## src/rtl/fetch_unit_if.sv

```systemverilog
// Instruction-memory bus between the fetch stage (master) and a
// synchronous-read instruction memory (slave).
interface fetch_unit_if #(
    parameter int ADDR_W = 5
);
    logic [ADDR_W-1:0] imem_addr;
    logic [31:0]       imem_instr;

    modport master (
        output imem_addr,
        input  imem_instr
    );

    modport slave (
        input  imem_addr,
        output imem_instr
    );
endinterface

```

## src/rtl/fetch_unit.sv

```systemverilog
// Instruction-fetch stage: owns the PC, drives the instruction memory and pairs
// each returned word (one-cycle read latency) with its PC and a valid flag.
module fetch_unit #(
    parameter logic [31:0] RESET_PC  = 32'h0000_0000,
    parameter int          ADDR_W    = 5,
    parameter logic [31:0] NOP_INSTR = 32'h0000_0000
) (
    input  logic                clk,
    input  logic                rst,
    input  logic                stall,
    input  logic                redirect,
    input  logic [31:0]         redirect_pc,
    fetch_unit_if.master        imem,
    output logic [31:0]         if_instr,
    output logic [31:0]         if_pc,
    output logic                if_valid
);

    logic [31:0] fetch_pc_reg;
    logic [31:0] out_pc_reg;
    logic        out_valid_reg;
    logic [31:0] redirect_target;
    logic        hold_output;

    assign redirect_target = redirect_pc & ~32'd3;

    // While stalled the memory re-reads the word already on the output,
    // so the registered read data (and hence if_instr) stays stable.
    assign hold_output    = stall && !redirect && !rst;
    assign imem.imem_addr = hold_output ? out_pc_reg[ADDR_W+1:2]
                                        : fetch_pc_reg[ADDR_W+1:2];

    always_ff @(posedge clk) begin
        if (rst) begin
            fetch_pc_reg  <= RESET_PC & ~32'd3;
            out_pc_reg    <= 32'd0;
            out_valid_reg <= 1'b0;
        end else if (redirect) begin
            // The word being read this cycle is wrong-path: squash it.
            fetch_pc_reg  <= redirect_target;
            out_valid_reg <= 1'b0;
        end else if (!stall) begin
            out_pc_reg    <= fetch_pc_reg;
            out_valid_reg <= 1'b1;
            fetch_pc_reg  <= fetch_pc_reg + 32'd4;
        end
    end

    assign if_pc    = out_pc_reg;
    assign if_valid = out_valid_reg;
    assign if_instr = out_valid_reg ? imem.imem_instr : NOP_INSTR;

endmodule
```

## src/flat_wrapper.sv

```systemverilog
// flat-port wrapper written by rule: the top's interface ports become plain ports
module fetch_unit_flat 
#(
    parameter logic [31:0] RESET_PC  = 32'h0000_0000,
    parameter int          ADDR_W    = 5,
    parameter logic [31:0] NOP_INSTR = 32'h0000_0000
)
  (clk, rst, stall, redirect, redirect_pc, if_instr, if_pc, if_valid, imem_imem_addr, imem_imem_instr);
  fetch_unit_if #(.ADDR_W(ADDR_W)) imem_i ();
  input  logic clk;
  input  logic rst;
  input  logic stall;
  input  logic redirect;
  input  logic [31:0] redirect_pc;
  output logic [31:0] if_instr;
  output logic [31:0] if_pc;
  output logic if_valid;
  output wire logic [$bits(imem_i.imem_addr)-1:0] imem_imem_addr;
  input wire logic [$bits(imem_i.imem_instr)-1:0] imem_imem_instr;
  assign imem_imem_addr = imem_i.imem_addr;
  assign imem_i.imem_instr = imem_imem_instr;
  fetch_unit #(.RESET_PC(RESET_PC), .ADDR_W(ADDR_W), .NOP_INSTR(NOP_INSTR)) u_core (.clk(clk), .rst(rst), .stall(stall), .redirect(redirect), .redirect_pc(redirect_pc), .imem(imem_i), .if_instr(if_instr), .if_pc(if_pc), .if_valid(if_valid));
endmodule
```

## config.mk

```make
export PLATFORM = sky130hd
export DESIGN_NAME = fetch_unit_flat
export DESIGN_NICKNAME = d
export VERILOG_FILES = /design/src/rtl/fetch_unit_if.sv /design/src/rtl/fetch_unit.sv /design/src/flat_wrapper.sv
export SDC_FILE = /design/constraint.sdc
export NUM_CORES = 1
export LEC_CHECK = 0
export BUFFER_PORTS_ARGS = -buffer_cell sky130_fd_sc_hd__buf_2
export CORE_ASPECT_RATIO = 1.25
export CORE_UTILIZATION = 43
export CTS_BUF_LIST = sky130_fd_sc_hd__clkbuf_16
export CTS_CLUSTER_DIAMETER = 120
export DETAILED_ROUTE_END_ITERATION = 12
export GPL_ROUTABILITY_DRIVEN = 0
export PLACE_DENSITY = 0.89
export SETUP_SLACK_MARGIN = 0.02
export SYNTH_ARGS = -nofsm -noshare
export SYNTH_HDL_FRONTEND = slang
export SYNTH_SLANG_ARGS = --single-unit
```

## constraint.sdc

```tcl
create_clock -name clk -period 1.9 [get_ports clk]
set_input_delay 0.38 -clock clk [delete_from_list [all_inputs] [get_ports clk]]
set_output_delay 0.38 -clock clk [all_outputs]
set_load 0.03 [all_outputs]
```

* Word level (Yosys, flattened, before mapping)
Cells that the tools add are included.
** Storage, ports and cells
- Bits in registers :: 65
- Input port bits :: 68
- Output and inout bits :: 70
- Logic and storage cells :: 18
** Operators by class
- Add/subtract/negate cells :: 1
- Equality and inequality tests :: 1
- Muxes and demuxes :: 4
- Bitwise gates (word level) :: 2
- Reduce and logical (&&, ||, !) cells :: 6
** Operators with widths (number)
- 32-bit 2-to-1 mux :: 3
- 32-bit by 3-bit adder with 32-bit output, second input constant :: 1
- 5-bit 2-to-1 mux :: 1
- 1-bit logical AND :: 2
- 1-bit logical NOT :: 2
- 2-bit by 1-bit != test with 1-bit output, second input constant :: 1
- 1-bit NOT :: 2
- 2-bit AND reduction :: 1
- 2-bit OR reduction :: 1

* Logic depth before layout (Yosys ltp)
Gate-level depths: netlist of run 1.
- Word-level depth :: 4
- Mapped depth :: 6
- Gate-level depth less buffers :: 6

* Least setup slack after synthesis of run 1
No wires, ideal clock.
- Path type :: input to output
- From :: input port redirect
- To :: output port imem_imem_addr[0]
- Arrival time :: 1540 ps
- Path slack :: -20 ps
- Cell stages on the path :: 5
- Buffers on the path :: 2
- Path through :: clkbuf_1 > nor2_1 > and2_1 > clkbuf_1 > mux2_2
** On the way
- Word-level cells in the longest chain between the ends :: 4
** Ends and longest elaborated chain
- from (decl) :: line flat_wrapper.sv:13 : input logic redirect;
- 1-bit logical NOT :: line fetch_unit.sv:29 : assign hold_output = stall && !redirect && !rst;
- 1-bit logical AND (2 in a row) :: line fetch_unit.sv:29
- 5-bit 2-to-1 mux :: line fetch_unit.sv:30 : assign imem.imem_addr = hold_output ? out_pc_reg[ADDR_W+1:2]
- to (decl) :: line flat_wrapper.sv:18 : output wire logic [$bits(imem_i.imem_addr)-1:0] imem_imem_addr;
Every way passes these cells.

* Worst setup path after layout of run 1
- From :: register u_core.fetch_pc_reg[3]
- To :: register u_core.fetch_pc_reg[24]
** On the way
- Word-level cells in the longest chain between the ends :: 3
** Ends and longest elaborated chain
- from (decl) :: line fetch_unit.sv:19 : logic [31:0] fetch_pc_reg;
- from (signal assigned) :: line fetch_unit.sv:35 : fetch_pc_reg <= RESET_PC & ~32'd3;
- from (signal assigned) :: line fetch_unit.sv:40 : fetch_pc_reg <= redirect_target;
- from (signal assigned) :: line fetch_unit.sv:45 : fetch_pc_reg <= fetch_pc_reg + 32'd4;
- 32-bit by 3-bit adder with 32-bit output :: line fetch_unit.sv:45
- 32-bit 2-to-1 mux :: line fetch_unit.sv:42 : end else if (!stall) begin
- 32-bit 2-to-1 mux :: line fetch_unit.sv:38 : end else if (redirect) begin
Every way passes these cells. The select of a mux whose other input is x is not followed.
A chain may end at the register's enable or synchronous reset.

==> results of run 1 <==
-- placed cells by master, fill, tap and decap left out, types with 2 or more instances in the layout --
master | netlist | layout
o21ai_0 | 6 | 6
dfxtp_1 | 61 | 60
nand4b_1 | 3 | 3
xnor2_1 | 10 | 10
nor3_1 | 5 | 5
nand2_1 | 82 | 82
conb_1 | 1 | 2
and3_1 | 4 | 4
or2_2 | 2 | 2
a211oi_2 | 3 | 3
nand4_1 | 10 | 10
buf_4 | 2 | 18
nor3_4 | 2 | 2
clkbuf_16 | 0 | 9
inv_1 | 5 | 7
mux2i_1 | 5 | 5
mux2_2 | 5 | 5
xor2_1 | 16 | 16
nand3_1 | 12 | 12
nor4_1 | 4 | 4
buf_2 | 1 | 133
nor2_1 | 33 | 31
a211oi_1 | 9 | 9
and2_1 | 34 | 34
a21oi_1 | 42 | 42
nor2_2 | 0 | 2
clkinv_2 | 0 | 4
-- cell type report --
type	count	area, sq um
repair buffers	152	821
inverters	5	18.8
well taps	90	113
clock buffers	9	225
fillers	608	2760
flip-flops and latches	61	1220
multi-input cells	306	1780
clock inverters	7	35.0
-- worst max-delay path: cells and delay by family (launching register included) --
| family | cells | cell delay (ns) |
|---|---|---|
| DFF | 1 | 0.48 |
| and+or+nand+nor | 3 | 0.48 |
| adders and majority gates | 1 | 0.27 |
| AOI/OAI and AO/OA | 1 | 0.21 |
| xor gates and xnor gates | 1 | 0.17 |
| buffers and inverters | 1 | 0.15 |
-- cell usage after synthesis (all sizes together) (2+ instances only) --
cell type	instances	area share
nand2	83	0.10
nand4b	3	0.0084
and2	34	0.068
o21ai	7	0.011
buf	4	0.0076
nor3	7	0.018
a211oi	12	0.034
xnor2	10	0.028
and4	2	0.0060
a21oi	42	0.067
nand3b	2	0.0060
nor4	5	0.015
nand3	13	0.025
or2	2	0.0040
dfxtp	61	0.39
nand4	11	0.027
and3	4	0.0080
xor2	16	0.045
mux2	5	0.018
clkbuf	23	0.028
mux2i	5	0.016
nor2	33	0.040
inv	5	0.0060
-- cells by family after synthesis --
logic type | after synthesis
and+or+nand+nor | 201
other | 1
AOI/OAI and AO/OA | 66
xor gates and xnor gates | 26
adders and majority gates | 1
DFF | 61
buffers and inverters | 32
muxes | 10
-- worst max-delay path by stage --
| stage | endpoint | cells after the start |
|---|---|---|
| finish | u_core.fetch_pc_reg[24] | 7 |
| global route | u_core.fetch_pc_reg[24] | 7 |
| CTS | u_core.fetch_pc_reg[24] | 6 |
| detailed placement | u_core.fetch_pc_reg[24] | 6 |
| global placement | imem_imem_addr[0] | 5 |
| floorplan | imem_imem_addr[0] | 5 |
-- where the power goes --
| part | total, mW | internal [mW] | switching [mW] |
|---|---|---|---|
| clock network | 1.42 | 0.860 | 0.561 |
| registers | 1.42 | 1.34 | 0.0775 |
| logic | 0.480 | 0.187 | 0.293 |
| total | 3.32 | 2.39 | 0.932 |
-- repair_timing --
action	in CTS	in global routing
setup buffers	0	1
gates resized for setup	0	2
endpoints found under the setup margin	0	9
-- per-stage QoR --
stage	worst slack [ns]	hold slack (ns)
global route	-0.00649	0.306
floorplan	0.0213	0.454
detailed placement	0.0964	0.445
global placement	0.166	0.443
CTS	0.0657	0.293
finish	0.0579	0.290
-- metal layers --
| metal | global-route usage | wire [um] |
|---|---|---|
| met5 | 0 | 0 |
| met4 | 0.127 | 335 |
| met3 | 0.0469 | 805 |
| met2 | 0.437 | 4700 |
| met1 | 0.265 | 3330 |
==> results.cfg, run 1 <==
[logic_synthesis]
synth_xor_area_frac = 0.0730
async_flop_share = 0
yosysSeqAreaShare = 0.392
synth_ff_type = dfxtp_1
ys_types = 43
synth-simple-area-share = 0.330
syn_area_sq_um = 3120
ys_warn_count = 0
synth_cells = 398
synth_edf_count = 0
yosys_register_bits = 61
synthMuxAreaShare = 0.0341
synth_area_per_cell_sq_um = 7.83
synthAdderAreaFrac = 0.00401
synth_compound_area_frac = 0.124
synth_top_family_by_area = simple AND/OR/NAND/NOR gates

[global_route]
antenna_found_initial = 0
grt_remaining_overflow = 0
grt_pass1_wl_um = 14400
grt.total_usage = 0.243
grt_max_degree = 42
grt_pass1_vias = 3129

[sta]
rsz0062_at_grt = true
post-route-period-util = 0.970
skew_ns = 0.00784
setup_viol = 0
fmax_mhz = 543
finalHoldViolations = 0
min_period_ns = 1.84
drv_slew = 0
finalSetupTns_ns = 0

[clock_tree]
clockRootBuffer = clkbuf_16
tritoncts = yes
postCtsHoldBufs = 0
cts_buffers = 9
htreeDepth = 3
clk_pin_slew_worst_paths_ns = 0.05
clk_latency_ns = 0.33
clock-sinks = 61
cts_buffer_depth = 2

[worst_hold_path]
min_to = u_core.fetch_pc_reg[6]
hp-class = in -> reg
hp-start = redirect_pc[6]
whs_path_depth = 3

[place]
place_inst = 613
dp_hpwl_um = 6530
placed_area_sq_um = 3930
io_buffers = 133

[drt]
drtAntennaViolNets = 0
wl_per_cell_um = 14.6
vias = 3359
drc = 0
routed_wl_um = 9170
drtPass1Iterations = 5
post_drt_via_cell_ratio = 5.33
detailedRoute.firstIterationViolations = 345

[worst_setup_path]
crit_type = reg -> reg
r2r_end = u_core.fetch_pc_reg[24]
crit_path_max_fanout = 8
cp.required_ns = 2.15
worstPathCellList = ha_1, nand3b_2, nor3_4, buf_12, nand3_1, xor2_1, a211oi_2
worstPathArrival_ns = 2.09
reg2reg_slack_ns = 0.06
endpoint_kind = flop
cp-startpoint = u_core.fetch_pc_reg[3]
slowest_delay_ns = 0.48
cp-start-kind = flop
ff2ff_path_depth = 7
reg2reg_from = u_core.fetch_pc_reg[3]
cpMaxStageDelayCell = dfxtp_1

[job]
drv_cap = 0

[finish]
design_area_sq_um = 4210
fin_util = 0.604
diodes = 0
finalNetCount = 604
areaGrowthSynthToFinish_pct = 35.2
drive_above_1_share = 0.348
fin_cells = 630

[power]
p_total_mw = 3.32
power_per_cell_area_nw_per_um2 = 789
irDropWorstVdd_mv = 0.498
p_leak_nw = 1.96

[floorplanning]
die_w_um = 78.2
io_pins = 138
die_h_um = 97.2
placementRows = 34
die_area_sq_um = 7600
start_util = 0.447
core_area_sq_um = 6980

[outcome]
status = complete, no violations
Power figures use the tool's default switching activity.
==> run 2: changes to the inputs <==
--- a/config.mk
+++ b/config.mk
@@ -12,7 +12,8 @@
 export CTS_CLUSTER_DIAMETER = 120
 export DETAILED_ROUTE_END_ITERATION = 12
 export GPL_ROUTABILITY_DRIVEN = 0
-export PLACE_DENSITY = 0.89
+export PLACE_DENSITY_LB_ADDON = 0.3
+export REMOVE_ABC_BUFFERS = 1
 export SETUP_SLACK_MARGIN = 0.02
 export SYNTH_ARGS = -nofsm -noshare
 export SYNTH_HDL_FRONTEND = slang
==> run 2 against run 1 <==
  * Total power is 7.8% higher
  * Final cell count is 0.16% higher
  * Largest power group is now the clock network
  * Sequential share of layout area is 0.28 points lower
  * Core utilization up 0.52 points
  * Hold slack worse by 0.0086 ns
==> results.cfg, run 2 (synthesis results as in run 1) <==
[worst_setup_path]
endpoint_kind = output port
cp.required_ns = 1.52
worstPathArrival_ns = 1.39
crit_path_max_fanout = 5
crit_type = in -> out
cp-start-kind = primary input

[drt]
drc = 0
vias = 3174
wl_per_cell_um = 14.1
post_drt_via_cell_ratio = 5.03
detailedRoute.firstIterationViolations = 165
routed_wl_um = 8890
drtAntennaViolNets = 0
drtPass1Iterations = 4

[clock_tree]
postCtsSetupBuffers = 0
cts_buffers = 9
postCtsHoldBufs = 0
clock-sinks = 61
clk_pin_slew_worst_paths_ns = 0.05
tritoncts = yes
htreeDepth = 3
clk_latency_ns = 0.33
clockRootBuffer = clkbuf_16
cts_buffer_depth = 2

[sta]
setup_viol = 0
rsz0062_at_grt = false
worst_pin_slew_ns = 0.516
min_period_ns = 1.77
drv_slew = 0
skew_ns = 0.00526
fmax_mhz = 564
maxSlewHeadroom = 0.656
fin_ws_ns = 0.128
finalSetupTns_ns = 0
post-route-period-util = 0.933
finalHoldViolations = 0

[finish]
finalNetCount = 605
layout_commonest_cell = buf_2
drive_above_1_share = 0.344
layout_common_cells = buf_2 (133), nand2_1 (82), dfxtp_1 (61)
areaGrowthSynthToFinish_pct = 36.3
diodes = 0

[global_route]
grt_util_met1 = 0.317
busiest_layer = met2
grt.total_usage = 0.243
grt_remaining_overflow = 0
grt_pass1_wl_um = 14400
grtUsageMet3 = 0.0498
globalRouteMet2Util = 0.380
grt_max_degree = 50
antenna_found_initial = 0
grt_pass1_vias = 3030

[floorplanning]
die_w_um = 78.2
die_area_sq_um = 7600
die_h_um = 97.2
start_util = 0.447
core_area_sq_um = 6980
placementRows = 34
io_pins = 138

[place]
dp_hpwl_um = 6550
io_buffers = 133
dp_slack_ns = 0.0520

[job]
drv_cap = 0

[power]
power_per_cell_area_nw_per_um2 = 843
p_leak_nw = 1.98
irDropWorstVdd_mv = 0.550

[outcome]
status = complete, no violations

[worst_hold_path]
hp-class = in -> reg
[run 2: cell types whose count changed in the layout (fill, tap and decap cells not counted), sizes merged]
cell	change
buf	+1
inv	-1
bufinv	+2
clkinvlp	-1
[run 2: path summary, 6_finish.rpt]
path                                  end  slack (ns)              startpoint  cells past startpoint
hold / removal     u_core.fetch_pc_reg[6]        0.28          redirect_pc[6]                      3
setup reg to reg  u_core.fetch_pc_reg[18]        0.20  u_core.fetch_pc_reg[7]                      5
hold reg to reg          u_core.if_pc[23]        0.45        u_core.if_pc[23]                      2
setup / recovery        imem_imem_addr[1]        0.13                redirect                      5
[run 2: worst max-delay path, stage by stage]
cell and delay (ns):
buf_2 0.13, nor2_1 0.12, and2_2 0.23, mux2_2 0.34, buf_2 0.18
[run 2: final cells by class]
type | instances | area, sq um
inverters | 5 | 18.8
well taps | 90 | 113
flip-flops and latches | 61 | 1220
clock inverters | 7 | 81.3
repair buffers | 153 | 816
multi-input cells | 306 | 1780
clock buffers | 9 | 225
fillers | 650 | 2730
[run 2: what timing repair did]
item | CTS | global route
gates resized for setup | 0 | 1
endpoints found under the setup margin | 0 | 5
hold endpoints to repair | 0 | 0
[run 2: stage by stage]
step	std cells	power, mW	utilization	hold WS, ns	cell area [sq um]
finish	631	3.58	0.609	0.281	4250
detailed placement	615	1.92	0.565	0.444	3940
global placement	615	1.91	0.565	0.438	3940
CTS	631	3.60	0.609	0.275	4250
global route	631	3.71	0.609	0.297	4250
floorplan	372	1.69	-	0.445	3010
[run 2: layer usage]
layer,share of wire,vias up
met1,0.44,1452
li1,-,1613
met2,0.49,91
met4,0.023,0
met5,0,-
met3,0.048,18
[run 2: power by group]
part | total [mW] | switching (mW) | leakage [nW] | internal [mW]
clock | 1.69 | 0.559 | 0.155 | 1.13
sequential | 1.41 | 0.0686 | 0.500 | 1.34
combinational | 0.484 | 0.292 | 1.32 | 0.191
==> run 3: changes to the inputs <==
--- a/config.mk
+++ b/config.mk
@@ -5,7 +5,7 @@
 export SDC_FILE = /design/constraint.sdc
 export NUM_CORES = 1
 export LEC_CHECK = 0
-export BUFFER_PORTS_ARGS = -buffer_cell sky130_fd_sc_hd__buf_2
+export BUFFER_PORTS_ARGS = -buffer_cell sky130_fd_sc_hd__buf_4
 export CORE_ASPECT_RATIO = 1.25
 export CORE_UTILIZATION = 43
 export CTS_BUF_LIST = sky130_fd_sc_hd__clkbuf_16
==> run 3 against run 2 <==
  * Count of clock-buffer cells in the layout unchanged
  * Total power decreased by 1.4%
  * Final cell count decreased by 0.32%
  * Clock power decreased by 7%
  * Via count decreased by 0.32%
  * Clock skew about the same
  * Fmax increased by 1.1%
  * Setup slack improved by 0.020 ns
  * Cell area increased by 7.1%
  * Global-route usage decreased by 0.31 points
  * Sequential power about the same
  * Largest cell class unchanged
==> results.cfg, run 3 (synthesis results as in run 1) <==
[clock_tree]
clock-sinks = 61
postCtsSetupBuffers = 0
htreeDepth = 3
postCtsHoldBufs = 0
clockRootBuffer = clkbuf_16
cts_buffers = 9
clk_pin_slew_worst_paths_ns = 0.05
clk_latency_ns = 0.33
tritoncts = yes
cts_buffer_depth = 2

[drt]
wl_met1_um = 3990
drc = 0
detailedRoute.firstIterationViolations = 107
top_layer = met4
wl_per_cell_um = 14.1
drtPass1Iterations = 4
routed_wl_um = 8880
vias = 3164
drtAntennaViolNets = 0
wl_met2_um = 4350
post_drt_via_cell_ratio = 5.03
wl_met3_um = 408

[floorplanning]
die_h_um = 97.2
placementRows = 34
die_area_sq_um = 7600
start_util = 0.447
io_pins = 138
die_w_um = 78.2
core_area_sq_um = 6980

[worst_setup_path]
cp-startpoint = redirect
crit_path_max_fanout = 5
cp_common_cell = buf_4
worstPathCellList = buf_4, nor2_1, and2_2, mux2_2, buf_4
worstPathArrival_ns = 1.37
cp.required_ns = 1.52
r2r_end = u_core.fetch_pc_reg[24]
cpMaxStageDelayCell = mux2_2
crit_type = in -> out
endpoint_kind = output port
reg2reg_from = u_core.fetch_pc_reg[2]
cp-start-kind = primary input
slowest_delay_ns = 0.35
crit_end = imem_imem_addr[1]
ff2ff_path_depth = 6
reg2reg_slack_ns = 0.21

[place]
io_buffers = 133
dp_hpwl_um = 6630
dp_slack_ns = 0.0867
place_inst = 613

[global_route]
antenna_found_initial = 0
grt_max_degree = 35
grt_pass1_wl_um = 14400
grt_remaining_overflow = 0
grt_pass1_vias = 2863
grt.total_usage = 0.240

[sta]
fmax_mhz = 571
setup_viol = 0
min_period_ns = 1.75
skew_ns = 0.00495
fin_ws_ns = 0.147
finalHoldViolations = 0
rsz0062_at_grt = false
finalSetupTns_ns = 0
drv_slew = 0
post-route-period-util = 0.922

[finish]
layout_commonest_cell = buf_4
finalNetCount = 603
drive_above_1_share = 0.345
layout_common_cells = buf_4 (151), nand2_1 (82), dfxtp_1 (61)
fin_util = 0.653
fin_cells = 629
areaGrowthSynthToFinish_pct = 46.0
diodes = 0

[outcome]
status = complete, no violations

[worst_hold_path]
hp-class = in -> reg

[power]
irDropWorstVdd_mv = 0.475
p_leak_nw = 2.00
power_per_cell_area_nw_per_um2 = 776

[job]
drv_cap = 0
## run 3: cell count changes in the layout (fill, tap and decap cells not counted), sizes merged
cell,previous run,this run
bufinv,2,1
clkinv,4,3
inv,6,5
clkinvlp,0,3
buf,153,151
## run 3: final cells by class
cell class,instances,area [sq um]
Fill cell,620,2420
Multi-Input combinational cell,306,1780
Sequential cell,61,1220
Timing Repair Buffer,151,1130
Clock buffer,9,225
Tap cell,90,113
Clock inverter,7,66.3
Inverter,5,18.8
## run 3: critical path, delay by kind of cell
family	cells	cell delay [ns]
buf+inv	2	0.30
mux	1	0.35
simple gates	2	0.34
## run 3: worst min path at each step
stage | startpoint | endpoint | cells past startpoint
CTS | redirect_pc[5] | u_core.fetch_pc_reg[5] | 3
finish | redirect_pc[5] | u_core.fetch_pc_reg[5] | 3
global placement | u_core.if_pc[27] | u_core.if_pc[27] | 2
global route | redirect_pc[12] | u_core.fetch_pc_reg[12] | 3
floorplan | rst | u_core.fetch_pc_reg[16] | 1
detailed placement | u_core.if_pc[12] | u_core.if_pc[12] | 2
## run 3: power by group
group	total (mW)	internal, mW	switching (mW)
sequential	1.41	1.34	0.0688
combinational	0.546	0.252	0.294
clock	1.58	1.00	0.573
## run 3: timing repair
item	in CTS	in global routing
gates resized for setup	0	1
setup endpoints to repair	0	5
hold endpoints to repair	0	0
## run 3: per-layer routing
layer / vias to the layer above / global-route usage
met4: 0 / 0.0912
met1: 1461 / 0.333
li1: 1615 / -
met3: 14 / 0.0338
met2: 74 / 0.374
met5: - / 0
## run 3: metrics by stage
step	area [sq um]	hold WS (ns)	total power, mW
after CTS	4550	0.284	3.56
after detailed placement	4260	0.448	1.98
after global routing	4550	0.327	3.68
after global placement	4260	0.442	1.97
after floorplan	3010	0.445	1.69
final	4550	0.288	3.53
